**src/rtl/amo_pkg.sv**
```systemverilog
// rtl/amo_pkg.sv - AMO micro-op, FSM state and reservation granule definitions
package amo_pkg;

    typedef enum logic [3:0] {
        AMO_LR   = 4'd0,
        AMO_SC   = 4'd1,
        AMO_SWAP = 4'd2,
        AMO_ADD  = 4'd3,
        AMO_XOR  = 4'd4,
        AMO_AND  = 4'd5,
        AMO_OR   = 4'd6,
        AMO_MIN  = 4'd7,
        AMO_MAX  = 4'd8,
        AMO_MINU = 4'd9,
        AMO_MAXU = 4'd10
    } amoop_t;

    typedef enum logic [1:0] {
        ST_IDLE  = 2'd0,
        ST_READ  = 2'd1,
        ST_WRITE = 2'd2,
        ST_DONE  = 2'd3
    } amo_state_t;

    // Reservation granule is one word; addresses compare above this bit.
    localparam int RSV_GRANULE_BYTES = 4;
    localparam int RSV_LSB           = $clog2(RSV_GRANULE_BYTES);

endpackage

```
**src/rtl/amo_alu.sv**
```systemverilog
// rtl/amo_alu.sv - combinational read-modify-write value for AMO ops
module amo_alu
    import amo_pkg::*;
(
    input  amoop_t      amoop,
    input  logic [31:0] old_data,
    input  logic [31:0] rs2_data,
    output logic [31:0] new_data
);

    always_comb begin
        new_data = rs2_data;
        case (amoop)
            AMO_ADD:  new_data = old_data + rs2_data;
            AMO_XOR:  new_data = old_data ^ rs2_data;
            AMO_AND:  new_data = old_data & rs2_data;
            AMO_OR:   new_data = old_data | rs2_data;
            AMO_MIN:  new_data = ($signed(old_data) < $signed(rs2_data)) ? old_data : rs2_data;
            AMO_MAX:  new_data = ($signed(old_data) > $signed(rs2_data)) ? old_data : rs2_data;
            AMO_MINU: new_data = (old_data < rs2_data) ? old_data : rs2_data;
            AMO_MAXU: new_data = (old_data > rs2_data) ? old_data : rs2_data;
            default:  new_data = rs2_data;
        endcase
    end

endmodule

```
**src/rtl/amo_ctrl.sv**
```systemverilog
// rtl/amo_ctrl.sv - AMO / LR / SC sequencer with single-word reservation
module amo_ctrl
    import amo_pkg::*;
(
    input  logic        clk,
    input  logic        rst,
    input  logic        amo_valid,
    input  amoop_t      amoop,
    input  logic [31:0] addr,
    input  logic [31:0] rs2_data,
    input  logic        flush_rsv,
    output logic        stall,
    output logic        dm_req,
    output logic        dm_we,
    output logic [31:0] dm_addr,
    output logic [31:0] dm_wdata,
    input  logic [31:0] dm_rdata,
    input  logic        dm_ack,
    output logic [31:0] rd_data,
    output logic        rd_valid,
    output logic        misalign
);

    amo_state_t           state_q, state_d;
    amoop_t               op_q, op_d;
    logic [31:RSV_LSB]    addr_q, addr_d;
    logic [31:0]          rs2_q, rs2_d;
    logic [31:0]          old_q, old_d;
    logic [31:0]          new_q, new_d;
    logic                 rsv_valid_q, rsv_valid_d;
    logic [31:RSV_LSB]    rsv_addr_q, rsv_addr_d;
    logic                 dm_req_q, dm_req_d;
    logic                 dm_we_q, dm_we_d;
    logic [31:0]          dm_wdata_q, dm_wdata_d;
    logic [31:0]          rd_data_q, rd_data_d;
    logic                 rd_valid_q, rd_valid_d;
    logic                 misalign_q, misalign_d;
    logic [31:0]          alu_new;

    amo_alu u_alu (
        .amoop    (op_q),
        .old_data (dm_rdata),
        .rs2_data (rs2_q),
        .new_data (alu_new)
    );

    always_comb begin
        state_d     = state_q;
        op_d        = op_q;
        addr_d      = addr_q;
        rs2_d       = rs2_q;
        old_d       = old_q;
        new_d       = new_q;
        rsv_valid_d = rsv_valid_q;
        rsv_addr_d  = rsv_addr_q;
        dm_req_d    = dm_req_q;
        dm_we_d     = dm_we_q;
        dm_wdata_d  = dm_wdata_q;
        rd_data_d   = rd_data_q;
        rd_valid_d  = 1'b0;
        misalign_d  = 1'b0;
        case (state_q)
            ST_IDLE: begin
                if (amo_valid) begin
                    op_d   = amoop;
                    addr_d = addr[31:RSV_LSB];
                    rs2_d  = rs2_data;
                    // Any SC consumes the reservation regardless of its outcome.
                    if (amoop == AMO_SC) begin
                        rsv_valid_d = 1'b0;
                    end
                    if (addr[RSV_LSB-1:0] != '0) begin
                        state_d    = ST_DONE;
                        misalign_d = 1'b1;
                    end else if (amoop == AMO_SC) begin
                        if (rsv_valid_q && (rsv_addr_q == addr[31:RSV_LSB])) begin
                            state_d    = ST_WRITE;
                            dm_req_d   = 1'b1;
                            dm_we_d    = 1'b1;
                            dm_wdata_d = rs2_data;
                        end else begin
                            state_d    = ST_DONE;
                            rd_valid_d = 1'b1;
                            rd_data_d  = 32'd1;
                        end
                    end else begin
                        state_d  = ST_READ;
                        dm_req_d = 1'b1;
                        dm_we_d  = 1'b0;
                    end
                end
            end
            ST_READ: begin
                if (dm_ack) begin
                    old_d = dm_rdata;
                    if (op_q == AMO_LR) begin
                        rsv_valid_d = 1'b1;
                        rsv_addr_d  = addr_q;
                        state_d     = ST_DONE;
                        dm_req_d    = 1'b0;
                        rd_valid_d  = 1'b1;
                        rd_data_d   = dm_rdata;
                    end else begin
                        new_d      = alu_new;
                        dm_wdata_d = alu_new;
                        dm_we_d    = 1'b1;
                        state_d    = ST_WRITE;
                    end
                end
            end
            ST_WRITE: begin
                if (dm_ack) begin
                    dm_req_d   = 1'b0;
                    dm_we_d    = 1'b0;
                    state_d    = ST_DONE;
                    rd_valid_d = 1'b1;
                    rd_data_d  = (op_q == AMO_SC) ? 32'd0 : old_q;
                end
            end
            ST_DONE: begin
                state_d   = ST_IDLE;
                rd_data_d = 32'd0;
            end
            default: state_d = ST_IDLE;
        endcase
        // A flush beats a coincident LR reservation set.
        if (flush_rsv) begin
            rsv_valid_d = 1'b0;
        end
    end

    always_ff @(posedge clk or posedge rst) begin
        if (rst) begin
            state_q     <= ST_IDLE;
            op_q        <= AMO_LR;
            addr_q      <= '0;
            rs2_q       <= '0;
            old_q       <= '0;
            new_q       <= '0;
            rsv_valid_q <= 1'b0;
            rsv_addr_q  <= '0;
            dm_req_q    <= 1'b0;
            dm_we_q     <= 1'b0;
            dm_wdata_q  <= '0;
            rd_data_q   <= '0;
            rd_valid_q  <= 1'b0;
            misalign_q  <= 1'b0;
        end else begin
            state_q     <= state_d;
            op_q        <= op_d;
            addr_q      <= addr_d;
            rs2_q       <= rs2_d;
            old_q       <= old_d;
            new_q       <= new_d;
            rsv_valid_q <= rsv_valid_d;
            rsv_addr_q  <= rsv_addr_d;
            dm_req_q    <= dm_req_d;
            dm_we_q     <= dm_we_d;
            dm_wdata_q  <= dm_wdata_d;
            rd_data_q   <= rd_data_d;
            rd_valid_q  <= rd_valid_d;
            misalign_q  <= misalign_d;
        end
    end

    assign stall    = ((state_q == ST_IDLE) && amo_valid) || (state_q == ST_READ) || (state_q == ST_WRITE);
    assign dm_req   = dm_req_q;
    assign dm_we    = dm_we_q;
    assign dm_addr  = {addr_q, {RSV_LSB{1'b0}}};
    assign dm_wdata = dm_wdata_q;
    assign rd_data  = rd_data_q;
    assign rd_valid = rd_valid_q;
    assign misalign = misalign_q;

endmodule

```
**config.mk**
```make
export PLATFORM = sky130hd
export DESIGN_NAME = amo_ctrl
export DESIGN_NICKNAME = d
export VERILOG_FILES = /design/src/rtl/amo_pkg.sv /design/src/rtl/amo_alu.sv /design/src/rtl/amo_ctrl.sv
export SDC_FILE = /design/constraint.sdc
export NUM_CORES = 1
export LEC_CHECK = 0
export BUFFER_PORTS_ARGS = -buffer_cell sky130_fd_sc_hd__buf_2
export CAP_MARGIN = 5
export CORE_MARGIN = 10
export CORE_UTILIZATION = 30
export CTS_CLUSTER_DIAMETER = 30
export DETAILED_ROUTE_END_ITERATION = 8
export PLACE_DENSITY = 0.59
export SETUP_SLACK_MARGIN = 0.2
export SLEW_MARGIN = 40
export SYNTH_ARGS = -nofsm -noshare
export SYNTH_HDL_FRONTEND = slang
export SYNTH_SLANG_ARGS = --single-unit
```
**constraint.sdc**
```tcl
create_clock -name clk -period 12.8 [get_ports clk]
set_clock_uncertainty 0.1 [all_clocks]
set_input_delay 0.64 -clock clk [delete_from_list [all_inputs] [get_ports clk]]
set_output_delay 0.64 -clock clk [all_outputs]
set_load 0.02 [all_outputs]
```
==> results.ini <==
[clocking]
numClockSinks = 199
postCtsSetupBuffers = 0
htree_levels = 4
post_cts_resized = 0
path_clk_slew_ps = 80
clockRootBuffer = clkbuf_16
insertion_delay_ps = 510
tritoncts = built
cts_hold_buffers = 0
clockBufferDepth = 2
cts_buffers = 17

[die]
start_util = 0.3043
core_region_area_um2 = 43270
die_width_um = 229.5
die_area_um2 = 52670
num_rows = 76
die_height_um = 229.5
ioPinCount = 206

[routing]
drc = 0
drtAntennaViolNets = 0
drt-initial-drc-count = 834
vias = 11680
finalWirelength_um = 44850
avgRoutedWirePerCell_um = 20.65
drt_first_pass_iters = 5
via_per_inst = 5.377

[global_routing]
grt_max_degree = 98
grt_pass1_wl_um = 69430
grt_use_total = 0.1677
grt_pass1_vias = 11790
antenna_found_initial = 12
gr-total-overflow = 0

[place]
portBuffers = 203
gp_congestion = 0.8851
placed_area_um2 = 14730
dp_hpwl_um = 31480

[timing]
slew-limit-headroom = 0.4567
final-setup-viol-count = 0
drv_slew = 0
max_freq_mhz = 241.7
fin_crit_ps = 4137
rsz0062_at_grt = false
finalCritPeriodShare = 0.3232
tightest_slew_ps = 806.4
setup_tns_ps = 0
final_hold_viol_count = 0

[critical_path]
cp_cell_sequence = inv_1 > ha_1 > nor4_4 > nand4_2 > nor3_2 > inv_1 > o2111ai_1 > nand2_1 > buf_4 > a221oi_1 > a221oi_1
crit_arrival_ps = 4400
r2r_end = dm_wdata[21]
r2r_start = rs2_q[31]
slowest_delay_ps = 560
start_kind = flop
endpoint_kind = flop
crit_slowest_cell = nand2_1
path_buf_inv = 3
ff2ff_path_depth = 11
crit_start = rs2_q[31]
worstPathMaxFanout = 15
crit_required_ps = 13060
critPathKind = reg -> reg
r2r_slack_ps = 8660
cpLargestDelayFamily = simple AND/OR/NAND/NOR gates

[synth]
synth-edff-count = 0
synthCells = 1418
synth_async_sr_flop_share = 1.000
synth_top_area_frac = 0.3782
synthFlopType = dfrtp_1
synth_area_per_cell_um2 = 9.286
netlist_top_cells_area = dfrtp_1, ha_1, mux2_2
synthesis.area_um2 = 13170
ys.warnings.count = 0
synth_area_leader_cell = dfrtp_1
synth.yosys.seq_area_share = 0.3782
synth.distinct_cells = 76
synth-seq-cells = 199

[pwr]
power_uw = 4124
p_per_area_nw_per_um2 = 268.3
ir_drop_mv = 0.1580
power.leakage_uw = 0.006928

[worst_hold_path]
hold_path_class = in -> async

[cells_and_area]
final_area_um2 = 15370
fill_cells = 4463
layout-drive-gt1-share = 0.2472
nNetsFinal = 1775
area_growth_pct = 16.72

[flow_run]
drv_cap = 0

[run_status]
status = complete, no violations

## sequential cells by signal, indices dropped and copies added (netlist names), 2 cells and up
name        flops
op_q            4
rd_data        32
old_q          32
state_q         2
rsv_addr_q     30
rs2_q          32
addr_q         30
dm_wdata       32
## power by group
| group | total (uW) | switching, uW | internal (uW) | leakage [uW] |
|---|---|---|---|---|
| registers | 1170 | 235 | 938 | 0.00244 |
| logic | 2390 | 1540 | 856 | 0.00420 |
| clock network | 560 | 290 | 269 | 0.000286 |
## final cells by class
class                      count  area, um2  share of cell area
clock buffer                  19      452.9             0.02947
inverter                      89      341.6             0.02222
antenna                        5      12.51           0.0008141
clock inverter                13      130.1            0.008466
tap                          585      732.0             0.04762
multi-input combinational   1039       7535              0.4902
sequential                   199       4980              0.3240
timing repair buffer         223       1186             0.07717
## cells in the mapped netlist, types with 8 or more instances
master,number
a31oi_1,13
buf_2,20
o2111ai_1,24
a21oi_1,145
inv_1,86
o21ai_0,80
a22oi_1,55
nand3_1,19
nor2b_1,9
nor3_1,8
nand4_1,17
dfrtp_1,199
nand2_1,118
a21o_1,17
a221oi_1,37
xnor2_1,43
o21bai_1,11
and3_1,8
o211ai_1,17
mux2_2,97
nand2b_1,14
buf_1,13
ha_1,100
nor2_1,100
clkbuf_1,50
## how the worst max path moves through the flow
stage / cells past startpoint / to / slack, ps
floorplan: 1 / addr_q[10] / 6630
detailed placement: 12 / dm_wdata[21] / 8320
CTS: 11 / dm_wdata[7] / 8690
global placement: 12 / dm_wdata[7] / 8470
global route: 11 / dm_wdata[8] / 8360
finish: 11 / dm_wdata[21] / 8660
## metal layers
layer	global-route usage	share of wire	vias to the layer above
li1	-	-	5451
met1	0.2062	0.43	5750
met2	0.2730	0.47	394
met3	0.05562	0.085	69
met4	0.05111	0.020	14
met5	0	0.0016	-
## through the flow
stage	setup WS [ps]	utilization	hold WS [ps]	cells
after detailed placement	8316	0.3405	369.3	2134
after CTS	8685	0.3540	162.0	2166
final	8663	0.3552	47.58	2172
after floorplan	6634	-	344.3	1419
after global routing	8358	0.3551	80.89	2169
after global placement	8470	0.3401	363.3	2134
## placed cells by master (no fill, tap or decap), types with 37 or more instances in the layout
cell type	count
mux2_2	97
a22oi_1	55
ha_1	100
dfrtp_1	199
inv_1	85
a221oi_1	37
nor2_1	97
nand2_1	117
buf_2	203
a21oi_1	145
o21ai_0	80
xnor2_1	42
## kinds of logic (layout without fill, tap and decap cells)
group,after synthesis,after routing,share of synthesized area
compound gates,455,455,0.2261
xor+xnor,50,50,0.03326
fa+ha+maj,101,101,0.09654
buf+inv,181,344,0.05616
flops,199,199,0.3782
mux,100,100,0.08552
other cells,1,7,0.0002848
simple gates,331,331,0.1240
(Power assumes the default switching activity.)
